===== src/rtl/karatsuba_pkg.sv =====
// Shared parameters and types for the product accumulator that sits behind the
// 64x64 Karatsuba multiplier.
package karatsuba_pkg;

  localparam int unsigned PW   = 128;
  localparam int unsigned GW   = 8;
  localparam int unsigned MAXN = 256;
  localparam int unsigned AW   = PW + GW;
  localparam int unsigned CW   = $clog2(MAXN) + 1;

  typedef enum logic {
    ACC  = 1'b0,
    HOLD = 1'b1
  } state_t;

  // Group result held while presented to the consumer
  typedef struct packed {
    logic [AW-1:0] sum;
    logic [CW-1:0] count;
    logic          forced;
  } result_t;

endpackage


===== src/rtl/product_accumulator_if.sv =====
// Product input stream and group-result output stream of the accumulator.
interface product_accumulator_if;
  import karatsuba_pkg::*;

  logic          in_valid;
  logic          in_ready;
  logic [PW-1:0] in_prod;
  logic          in_last;
  logic          out_valid;
  logic          out_ready;
  logic [AW-1:0] out_sum;
  logic [CW-1:0] out_count;
  logic          out_forced;

  modport slave (
    input  in_valid, in_prod, in_last, out_ready,
    output in_ready, out_valid, out_sum, out_count, out_forced
  );

  modport master (
    output in_valid, in_prod, in_last, out_ready,
    input  in_ready, out_valid, out_sum, out_count, out_forced
  );

endinterface


===== src/rtl/product_accumulator.sv =====
// Sums groups of up to MAXN multiplier products into a guarded accumulator and
// presents each group sum, count and forced-flush flag on a registered output.
module product_accumulator
  import karatsuba_pkg::*;
(
  input  logic                  clk,
  input  logic                  rst,
  input  logic                  clr,
  product_accumulator_if.slave  bus
);

  state_t        r_state;
  state_t        w_state_nxt;
  logic [AW-1:0] r_acc;
  logic [CW-1:0] r_cnt;
  result_t       r_res;

  logic          w_in_ready;
  logic          w_out_valid;
  logic          w_accept;
  logic          w_close;
  logic [AW-1:0] w_sum_nxt;
  logic [CW-1:0] w_cnt_nxt;

  // Guard bits must absorb MAXN full-scale products without wrapping
  if (MAXN > (2 ** GW)) begin : g_bad_maxn
    $error("MAXN exceeds guard-bit capacity");
  end

  assign w_accept  = bus.in_valid & w_in_ready;
  assign w_sum_nxt = r_acc + AW'(bus.in_prod);
  assign w_cnt_nxt = r_cnt + CW'(1);
  assign w_close   = bus.in_last | (w_cnt_nxt == CW'(MAXN));

  // State register
  always_ff @(posedge clk or posedge rst) begin
    if (rst) r_state <= ACC;
    else     r_state <= w_state_nxt;
  end

  // Next-state logic
  always_comb begin
    w_state_nxt = r_state;
    case (r_state)
      ACC:     if (w_accept && w_close) w_state_nxt = HOLD;
      HOLD:    if (bus.out_ready)       w_state_nxt = ACC;
      default: w_state_nxt = ACC;
    endcase
  end

  // Handshake outputs; in_ready deliberately ignores in_valid
  always_comb begin
    w_in_ready  = 1'b0;
    w_out_valid = 1'b0;
    case (r_state)
      ACC:     w_in_ready  = ~clr;
      HOLD:    w_out_valid = 1'b1;
      default: ;
    endcase
  end

  // Accumulator and result registers; clr is ignored in HOLD
  always_ff @(posedge clk or posedge rst) begin
    if (rst) begin
      r_acc <= '0;
      r_cnt <= '0;
      r_res <= '0;
    end else if (r_state == ACC) begin
      if (clr) begin
        r_acc <= '0;
        r_cnt <= '0;
      end else if (w_accept) begin
        if (w_close) begin
          r_res <= '{sum: w_sum_nxt, count: w_cnt_nxt, forced: ~bus.in_last};
          r_acc <= '0;
          r_cnt <= '0;
        end else begin
          r_acc <= w_sum_nxt;
          r_cnt <= w_cnt_nxt;
        end
      end
    end
  end

  assign bus.in_ready   = w_in_ready;
  assign bus.out_valid  = w_out_valid;
  assign bus.out_sum    = r_res.sum;
  assign bus.out_count  = r_res.count;
  assign bus.out_forced = r_res.forced;

endmodule


===== src/flat_wrapper.sv =====
// flat-port wrapper written by rule: the top's interface ports become plain ports
module product_accumulator_flat import karatsuba_pkg::*;
  (clk, rst, clr, bus_in_valid, bus_in_prod, bus_in_last, bus_out_ready, bus_in_ready, bus_out_valid, bus_out_sum, bus_out_count, bus_out_forced);
  product_accumulator_if bus_i ();
  input  logic clk;
  input  logic rst;
  input  logic clr;
  input wire logic [$bits(bus_i.in_valid)-1:0] bus_in_valid;
  input wire logic [$bits(bus_i.in_prod)-1:0] bus_in_prod;
  input wire logic [$bits(bus_i.in_last)-1:0] bus_in_last;
  input wire logic [$bits(bus_i.out_ready)-1:0] bus_out_ready;
  output wire logic [$bits(bus_i.in_ready)-1:0] bus_in_ready;
  output wire logic [$bits(bus_i.out_valid)-1:0] bus_out_valid;
  output wire logic [$bits(bus_i.out_sum)-1:0] bus_out_sum;
  output wire logic [$bits(bus_i.out_count)-1:0] bus_out_count;
  output wire logic [$bits(bus_i.out_forced)-1:0] bus_out_forced;
  assign bus_i.in_valid = bus_in_valid;
  assign bus_i.in_prod = bus_in_prod;
  assign bus_i.in_last = bus_in_last;
  assign bus_i.out_ready = bus_out_ready;
  assign bus_in_ready = bus_i.in_ready;
  assign bus_out_valid = bus_i.out_valid;
  assign bus_out_sum = bus_i.out_sum;
  assign bus_out_count = bus_i.out_count;
  assign bus_out_forced = bus_i.out_forced;
  product_accumulator u_core (.clk(clk), .rst(rst), .clr(clr), .bus(bus_i));
endmodule

===== config.mk =====
export PLATFORM = sky130hd
export DESIGN_NAME = product_accumulator_flat
export DESIGN_NICKNAME = d
export VERILOG_FILES = /design/src/rtl/karatsuba_pkg.sv /design/src/rtl/product_accumulator_if.sv /design/src/rtl/product_accumulator.sv /design/src/flat_wrapper.sv
export SDC_FILE = /design/constraint.sdc
export NUM_CORES = 1
export LEC_CHECK = 0
export ABC_CLOCK_PERIOD_IN_PS = 30800
export CAP_MARGIN = 10
export CORE_ASPECT_RATIO = 1.25
export CORE_MARGIN = 5
export CORE_UTILIZATION = 45
export DETAILED_ROUTE_END_ITERATION = 7
export GPL_ROUTABILITY_DRIVEN = 1
export PLACE_DENSITY_LB_ADDON = 0.05
export SLEW_MARGIN = 25
export SYNTH_ARGS = -nofsm -noshare
export SYNTH_HDL_FRONTEND = slang
export SYNTH_SLANG_ARGS = --single-unit

===== constraint.sdc =====
create_clock -name clk -period 30.8 [get_ports clk]
set_input_delay 6.16 -clock clk [delete_from_list [all_inputs] [get_ports clk]]
set_output_delay 6.16 -clock clk [all_outputs]
set_load 0.05 [all_outputs]

==> impl_metrics.json <==
{
  "status": "finished, final reports clean",
  "die_area_um2": 48000,
  "netlist_instances": 2401,
  "synth_top_family_by_area": "compound AO/OA/AOI/OAI gates",
  "io_pins": 282,
  "grtUsageTotal_pct": 26.4,
  "cp_max_fo": 3,
  "syn_area_um2": 19700,
  "drtIter0Drc": 993,
  "syn-num-nets": 2666,
  "hold_viol_final": 0,
  "r2r_start": "u_core.r_cnt[0]",
  "fin_ws_ps": 17010,
  "finalCriticalPeriod_ps": 13790,
  "yosys_most_used_dff": "dfrtp_1",
  "startpoint": "clr",
  "synthToLayoutAreaGrowth_pct": 21.5,
  "end_kind": "primary output",
  "grt_pass1_vias": 18500,
  "antenna_found_initial": 0,
  "fin_util_pct": 55.3,
  "synth_fa_ha_area_share_pct": 8.38,
  "max_cap_viol_count": 0,
  "cts-htree-levels": 1,
  "max_freq_mhz": 72.5,
  "rsz0062_at_grt": "false",
  "max-clock-path-buffers": 3,
  "drive_gt1_share_pct": 4.34,
  "ctsHoldBuffers": 0,
  "total_power_w": 0.00150,
  "ant_nets": 0,
  "slowest_stage": "clkdlybuf4s50_1",
  "synth_simple_gate_area_share_pct": 18.1,
  "path_class": "in2out",
  "cp.arrival_ps": 7630,
  "via_per_inst": 5.73,
  "max-vdd-ir-drop_v": 0.0000710,
  "dp_cells": 3134,
  "slew_violations": 0,
  "num_rows": 85,
  "wl_per_cell_um": 20.3,
  "worstMarginPinSlew_ps": 948,
  "dieWidth_um": 197,
  "grt_max_degree": 169,
  "yosysSeqAreaShare_pct": 37.2,
  "grt_overflow": 0,
  "place_congestion": 0.949,
  "crit_top_cell": "clkdlybuf4s50_1",
  "port_buffers": 281,
  "synth-async-reset-ratio_pct": 100,
  "root_buffer": "clkbuf_16",
  "core_um2": 43200,
  "first_pass_iters": 5,
  "period_share_pct": 44.8,
  "postCtsSetupBuffers": 0,
  "fin_worst_skew_ps": 18.2,
  "pre_cts_ws_ps": 17020,
  "path_cells": "clkdlybuf4s50_1 > nor2_1 > clkdlybuf4s50_1",
  "ys_warn_count": 0,
  "synth_edf_count": 0,
  "power.density_nw_per_um2": 62.8,
  "synth_compound_area_share_pct": 26.3,
  "synth_mux_area_share_pct": 0.566,
  "grt_pass1_wl_um": 102000,
  "min_from": "u_core.bus.out_sum[92]",
  "cp_data_required_time_ps": 24640,
  "finalSetupTns_ps": 0,
  "post_cts_resized": 0,
  "drc": 0,
  "dp_hpwl_um": 51300,
  "initial_core_util_pct": 45.5,
  "synth_seq_cells": 292,
  "nNetsFinal": 2868,
  "synth.distinct_cells": 86,
  "cts_tree": "built",
  "start_kind": "primary input",
  "synth.avg_cell_area_um2": 8.19,
  "routed_wl_um": 64900,
  "synth_xor_area_share_pct": 5.93,
  "leakagePower_nw": 10.4,
  "dieHeight_um": 244,
  "hp-class": "reg2reg",
  "clk_latency_ps": 600,
  "vias": 18300,
  "cts.clk_slew.worst_paths_ps": 60,
  "slew_headroom_pct": 36.5,
  "layout.cells.non_filler": 3192,
  "setup_viol": 0,
  "cts_buffers": 31,
  "cts_sinks": 292,
  "critPathMaxStageDelay_ps": 820
}
flip-flops by register name, summed over array words and instances, names as in the netlist:
name and flops:
u_core.r_acc 136, u_core.bus.out_forced 1, u_core.r_state 1, u_core.bus.out_sum 136, u_core.bus.out_count 9, u_core.r_cnt 9
cells in the final DEF (no fill, tap or decap), types with 5 or more instances in the layout:
cell type          n
a21boi_0          12
buf_4             10
nand3_1           27
nor2_1           148
and4_1             5
clkbuf_8           9
mux2_2             9
o31a_1             5
o21a_1            20
or4_1              7
nor3_1            30
xor2_1            55
o21bai_1          36
nor2b_1            5
or3_1             10
dfrtp_1          292
o211ai_1          12
a22o_1            14
and2_1            11
clkdlybuf4s50_1  281
nor4_1            15
o31ai_1           15
a221oi_1           9
a31oi_1           27
ha_1             130
xnor2_1           78
nand4_1           59
inv_1             37
clkinv_2           5
a21o_1            60
clkbuf_16         31
nand2_1          444
o21ai_0          380
and3_1             8
a211oi_1          10
a21oi_1          212
nand2b_1          11
cells by family (layout without fill, tap and decap cells):
group,Yosys count,count (layout)
XOR/XNOR,133,133
AO/OA/AOI/OAI,870,870
multiplexers,10,10
other,0,1
flip-flops,292,292
AND/OR/NAND/NOR,803,803
buffers and inverters,162,387
adder cells (fa/ha/maj),131,131
stage by stage:
| step | instance area [um^2] | hold WS, ps |
|---|---|---|
| floorplan | 19700 | 454 |
| global placement | 22800 | 462 |
| detailed placement | 22800 | 463 |
| CTS | 23900 | 482 |
| global route | 23900 | 501 |
| finish | 23900 | 477 |
worst paths after layout:
check | endpoint | slack (ps) | depth (start not counted)
setup / recovery | bus_in_ready | 17010 | 3
hold / removal | u_core.bus.out_sum[92] | 480 | 2
setup reg to reg | u_core.r_state | 25900 | 11
hold reg to reg | u_core.bus.out_sum[92] | 480 | 2
max in group asynchronous | u_core.r_cnt[1] | 23200 | 4
min in group asynchronous | u_core.r_acc[69] | 6140 | 2
metal layers:
metal / GRT usage (%) / routed length [um]
met2: 47.0 / 32400
met5: 0 / 0
met1: 33.0 / 27000
met4: 8.83 / 2550
met3: 3.34 / 2980
area by class of cell:
cell class                      count  area (um^2)
Clock inverter                     13          193
Sequential cell                   292         7310
Multi-Input combinational cell   1947        11700
Antenna cell                        1         2.50
Tap cell                          565          707
Fill cell                        4116        19300
Clock buffer                       43          911
Inverter                           38          150
Timing Repair Buffer              293         2940
where the power goes:
group | switching (W) | total [W] | internal, W
Clock | 0.000163 | 0.000404 | 0.000240
Combinational | 0.000411 | 0.000610 | 0.000199
Sequential | 0.0000376 | 0.000486 | 0.000448
Total | 0.000612 | 0.00150 | 0.000888
cells in the mapped netlist (all sizes together) (4+ instances only):
library cell	count	area (um^2)
and3	8	50.1
dfrtp	292	7310
o211ai	12	90.1
xnor2	78	683
a221oi	9	78.8
nor3	30	150
nand2	447	1690
or2	4	25.0
inv	38	143
or4	8	63.8
or3	11	73.8
and2	11	68.8
nor4	16	115
o21ai	390	1980
buf	21	139
nor2b	6	37.5
o31a	5	43.8
ha	130	1630
a21oi	214	1080
nand4	60	382
o31ai	17	133
xor2	55	482
mux2	9	101
a21boi	13	97.6
clkbuf	103	419
nand3	28	145
o21bai	36	270
a22o	14	123
o22ai	4	25.0
a31oi	28	190
nand2b	12	75.1
o21a	21	165
and4	5	43.8
a211oi	12	100
a21o	61	459
nor2	149	567
critical path, delay by kind of cell:
family	cells	cell delay, ps
buffers and inverters	2	1300
AND/OR/NAND/NOR	1	160
Power figures use the tool's default switching activity.
==> patch 1, RTL diff (same settings) <==
`GW`: 8 -> 9.
--- a/src/rtl/karatsuba_pkg.sv
+++ b/src/rtl/karatsuba_pkg.sv
@@ -5,3 +5,3 @@
   localparam int unsigned PW   = 128;
-  localparam int unsigned GW   = 8;
+  localparam int unsigned GW   = 9;
   localparam int unsigned MAXN = 256;
Interface: changed (resized bus_out_sum); port bits go from 282 to 283. No check against the original RTL was run, so the function may have changed too.
==> patch 1 against the unedited design <==
- global-route usage fell by 0.26 points
- non-clock buffer count rose by 1
- sequential cell count rose by 2
- sequential share of layout area rose by 0.70 points
- worst setup slack improved by 0.030 ns
- fmax rose by 0.22%
- worst hold slack got worse by 0.0030 ns
- design area fell by 1.6%
- wire length fell by 3.2%
- area after synthesis fell by 2.5%
- clock power rose by 6.2%
- total power rose by 1.0%
- critical path type unchanged
- largest cell class unchanged
- highest routed layer is now met5
==> patch 1: results (changes against the unedited design) <==
* Status: complete, no violations
* Multi-input gates at 1870 (-4.0%)
* Met3 wire length at 3.74 mm (+25%)
* Setup ws final at 17.04 ns (+0.0304 ns)
* Fraction of area in registers at 0.313 (+0.00701)
* H-tree levels at 2 (+1)
* Setup Skew at 0.0164 ns (-0.00179 ns)
* Multiplexer share of the synthesized area at 0.00757 (+0.00190)
* Synth cell types at 68 (-21%)
* ClkCell Share at 0.0500 (+0.00382)
* Inverters at 44 (+16%)
* Multi-input combinational cell area at 0.0112 mm^2 (-4.3%)
* Area Growth Syn to Fin at 22.6%
* Leak at 0.0102 uW (-1.5%)
* Peak supply drop at 48.2 uV (-32%)
* Clock latency on the worst-skew pair at 0.55 ns (-0.05 ns)
* GR Util met1 at 0.303 (-0.0271)
* Sw frac at 0.403 (-0.00519)
* Fillers at 3978 (-3.4%)
* Seq cells at 294 (+0.68%)
* TritonCTS Buffers at 34 (+9.7%)
* Ant. Diodes at 2 (+1)
* Met3 Use GR at 0.0599 (+0.0265)
* Fraction of layout cells with a size suffix above 1 at 0.0414 (-0.00204)
* Fraction of the mapped netlist area in adder cells at 0.0859 (+0.00211)
* Worst-path maximum fanout at 2 (-1)
* Highest routing layer actually used: met5
* Met2 routed WL at 32.0 mm (-1.0%)
patch 1: final timing paths:
check,depth (start not counted),endpoint,start
worst min-delay path,2,u_core.bus.out_sum[45],u_core.bus.out_sum[45]
max in group asynchronous,4,u_core.r_cnt[5],rst
min in group asynchronous,2,u_core.bus.out_sum[90],rst
worst min register to register,2,u_core.bus.out_sum[45],u_core.bus.out_sum[45]
worst max-delay path,3,bus_in_ready,clr
worst max register to register,15,u_core.bus.out_sum[122],u_core.r_acc[0]
patch 1: cell families after synthesis:
kind of cell	count (synthesis)
adder cells (fa/ha/maj)	131
multiplexers	13
buffers and inverters	174
AO/OA/AOI/OAI	819
AND/OR/NAND/NOR	767
XOR/XNOR	140
flip-flops	294
patch 1: per-stage QoR:
stage	hold WS [ns]	total power, uW
2_1_floorplan	0.454	882
3_3_place_gp	0.461	1090
3_5_place_dp	0.470	1090
4_1_cts	0.484	1530
5_1_grt	0.497	1590
6_report	0.474	1510
==> patch 2, RTL diff (same settings) <==
Made on the original files. Put a register stage on the output `bus.out_count`. The value now appears one clock later.
--- a/src/rtl/product_accumulator.sv
+++ b/src/rtl/product_accumulator.sv
@@ -87,3 +87,5 @@
   assign bus.out_sum    = r_res.sum;
-  assign bus.out_count  = r_res.count;
+  always_ff @(posedge clk) begin
+    bus.out_count <= r_res.count;
+  end
   assign bus.out_forced = r_res.forced;
Function: changed (Yosys sat finds a counterexample within 4 cycles, from zero or initial values and one cycle with rst high).
==> patch 2 against the unedited design <==
- sequential cell count increased by 9
- fmax fell by 0.51%
- largest cell class unchanged
- total power increased by 3.4%
- area after synthesis increased by 5.4%
- worst setup slack worse by 0.070 ns
- count of clock-buffer cells in the layout is 10 higher
- design area grew 0.61%
- wire length decreased by 0.43%
- synthesized cell count up 6.1%
- clock skew rose by 0.0030 ns
==> patch 2: results (changes against the unedited design) <==
* Worst path max stage delay at 0.84 ns (+0.02 ns)
* R2R Setup Slk at 26.17 ns (+0.27 ns)
* Pin count of the biggest net entering global routing at 103 (-39%)
* Met2 routed WL at 31.8 mm (-1.6%)
* Arrival time at the worst endpoint at 7.70 ns (+0.07 ns)
* Via-to-Cell Ratio at 5.64 (-1.6%)
* Routed met1 length at 27.1 mm (+0.40%)
* Initial antenna violation count at 4 (+4)
* Fraction of layout cells with a size suffix above 1 at 0.0419 (-0.00149)
* Comb pwr at 606 uW (-0.7%)
* Seq pwr share at 0.321 (-0.003)
* H-tree levels at 2 (+1)
* Worst hold start: u_core.r_res[4]
* Leak at 0.0103 uW (-0.47%)
* Syn nets at 2812 (+5.5%)
* M2 GR Usage at 0.436 (-0.0334)
* Sw frac at 0.402 (-0.00667)
* Synth cell types at 81 (-5.8%)
* Highest routing layer actually used: met5
* Cells after synthesis at 2547 (+6.1%)
* GR Util met1 at 0.306 (-0.0241)
* Hold Path Sink: u_core.bus.out_count[3]
* TritonCTS Buffers at 36 (+16%)
* Final #Nets at 2862 (-0.21%)
* Initial drt markers at 1098 (+11%)
* Status: complete, no violations
* Hold Crit Depth at 0 (-2)
* Slew @ Worst Pin at 1.02 ns (+0.0680 ns)
* Top cells by area, synth: dfrtp_1 (35%), o21ai_0 (8.8%), nand2_1 (8.0%), ha_1 (7.8%), a21oi_1 (5.3%)
* Place WS at 16.98 ns (-0.0418 ns)
* Vias in the first global route at 18317 (-0.75%)
* First-pass DRT Iterations at 7 (+2)
* Worst-path maximum fanout at 2 (-1)
* Post-synth ARST share at 0.970 (-0.0299)
* Placement Cell Area at 0.0228 mm^2 (+0.18%)
* Cell total after placement at 3144 (+0.32%)
* FF-to-FF path depth at 15 (+4)
* Critical R2R Capture: u_core.bus.out_sum[96]
* Wire length of the first global-routing pass at 102 mm (-0.78%)
## patch 2: cell types whose count changed after synthesis, sizes merged, moves of 7 or more
cell / unedited run / this run
o21bai: 36 / 52
dfxtp: 0 / 9
clkbuf: 103 / 123
nand4: 60 / 69
a21o: 61 / 43
nand2: 447 / 440
a31oi: 28 / 20
a21oi: 214 / 224
buf: 21 / 155
inv: 38 / 52
## patch 2: final cells by class
cell class | count | area [um^2]
Fill cell | 4455 | 21900
Multi-Input combinational cell | 1916 | 11500
Sequential cell | 301 | 7490
Timing Repair Buffer | 290 | 2890
Clock buffer | 53 | 1040
Tap cell | 585 | 732
Inverter | 52 | 203
Clock inverter | 12 | 185
Antenna cell | 2 | 5.00
## patch 2: worst register-to-register path, cell delays in order (launching register included)
cell and delay (ns):
dfrtp_1 0.35, ha_1 0.20, inv_1 0.07, fa_1 0.41, and2b_1 0.24, o2111ai_2 0.18, a21oi_1 0.35, o211ai_1 0.23
a211oi_1 0.63, o21bai_1 0.26, a21oi_1 0.40, nor3_1 0.17, o21ai_0 0.49, a21bo_2 0.27, xnor2_1 0.13, o21ai_0 0.10
## patch 2: cell families after synthesis
kind of cell | Yosys count | synth area share
flip-flops | 301 | 0.361
adder cells (fa/ha/maj) | 131 | 0.0795
AND/OR/NAND/NOR | 790 | 0.165
AO/OA/AOI/OAI | 855 | 0.248
XOR/XNOR | 134 | 0.0566
multiplexers | 6 | 0.00326
buffers and inverters | 330 | 0.0856
## patch 2: worst max-delay path by stage
stage,startpoint,to,slack [ns],cells past startpoint
after floorplan,rst,u_core.bus.out_forced,16.58,1
after global placement,clr,bus_in_ready,16.96,3
after detailed placement,clr,bus_in_ready,16.98,3
after CTS,clr,bus_in_ready,16.95,3
after global routing,clr,bus_in_ready,16.91,3
final,clr,bus_in_ready,16.94,3
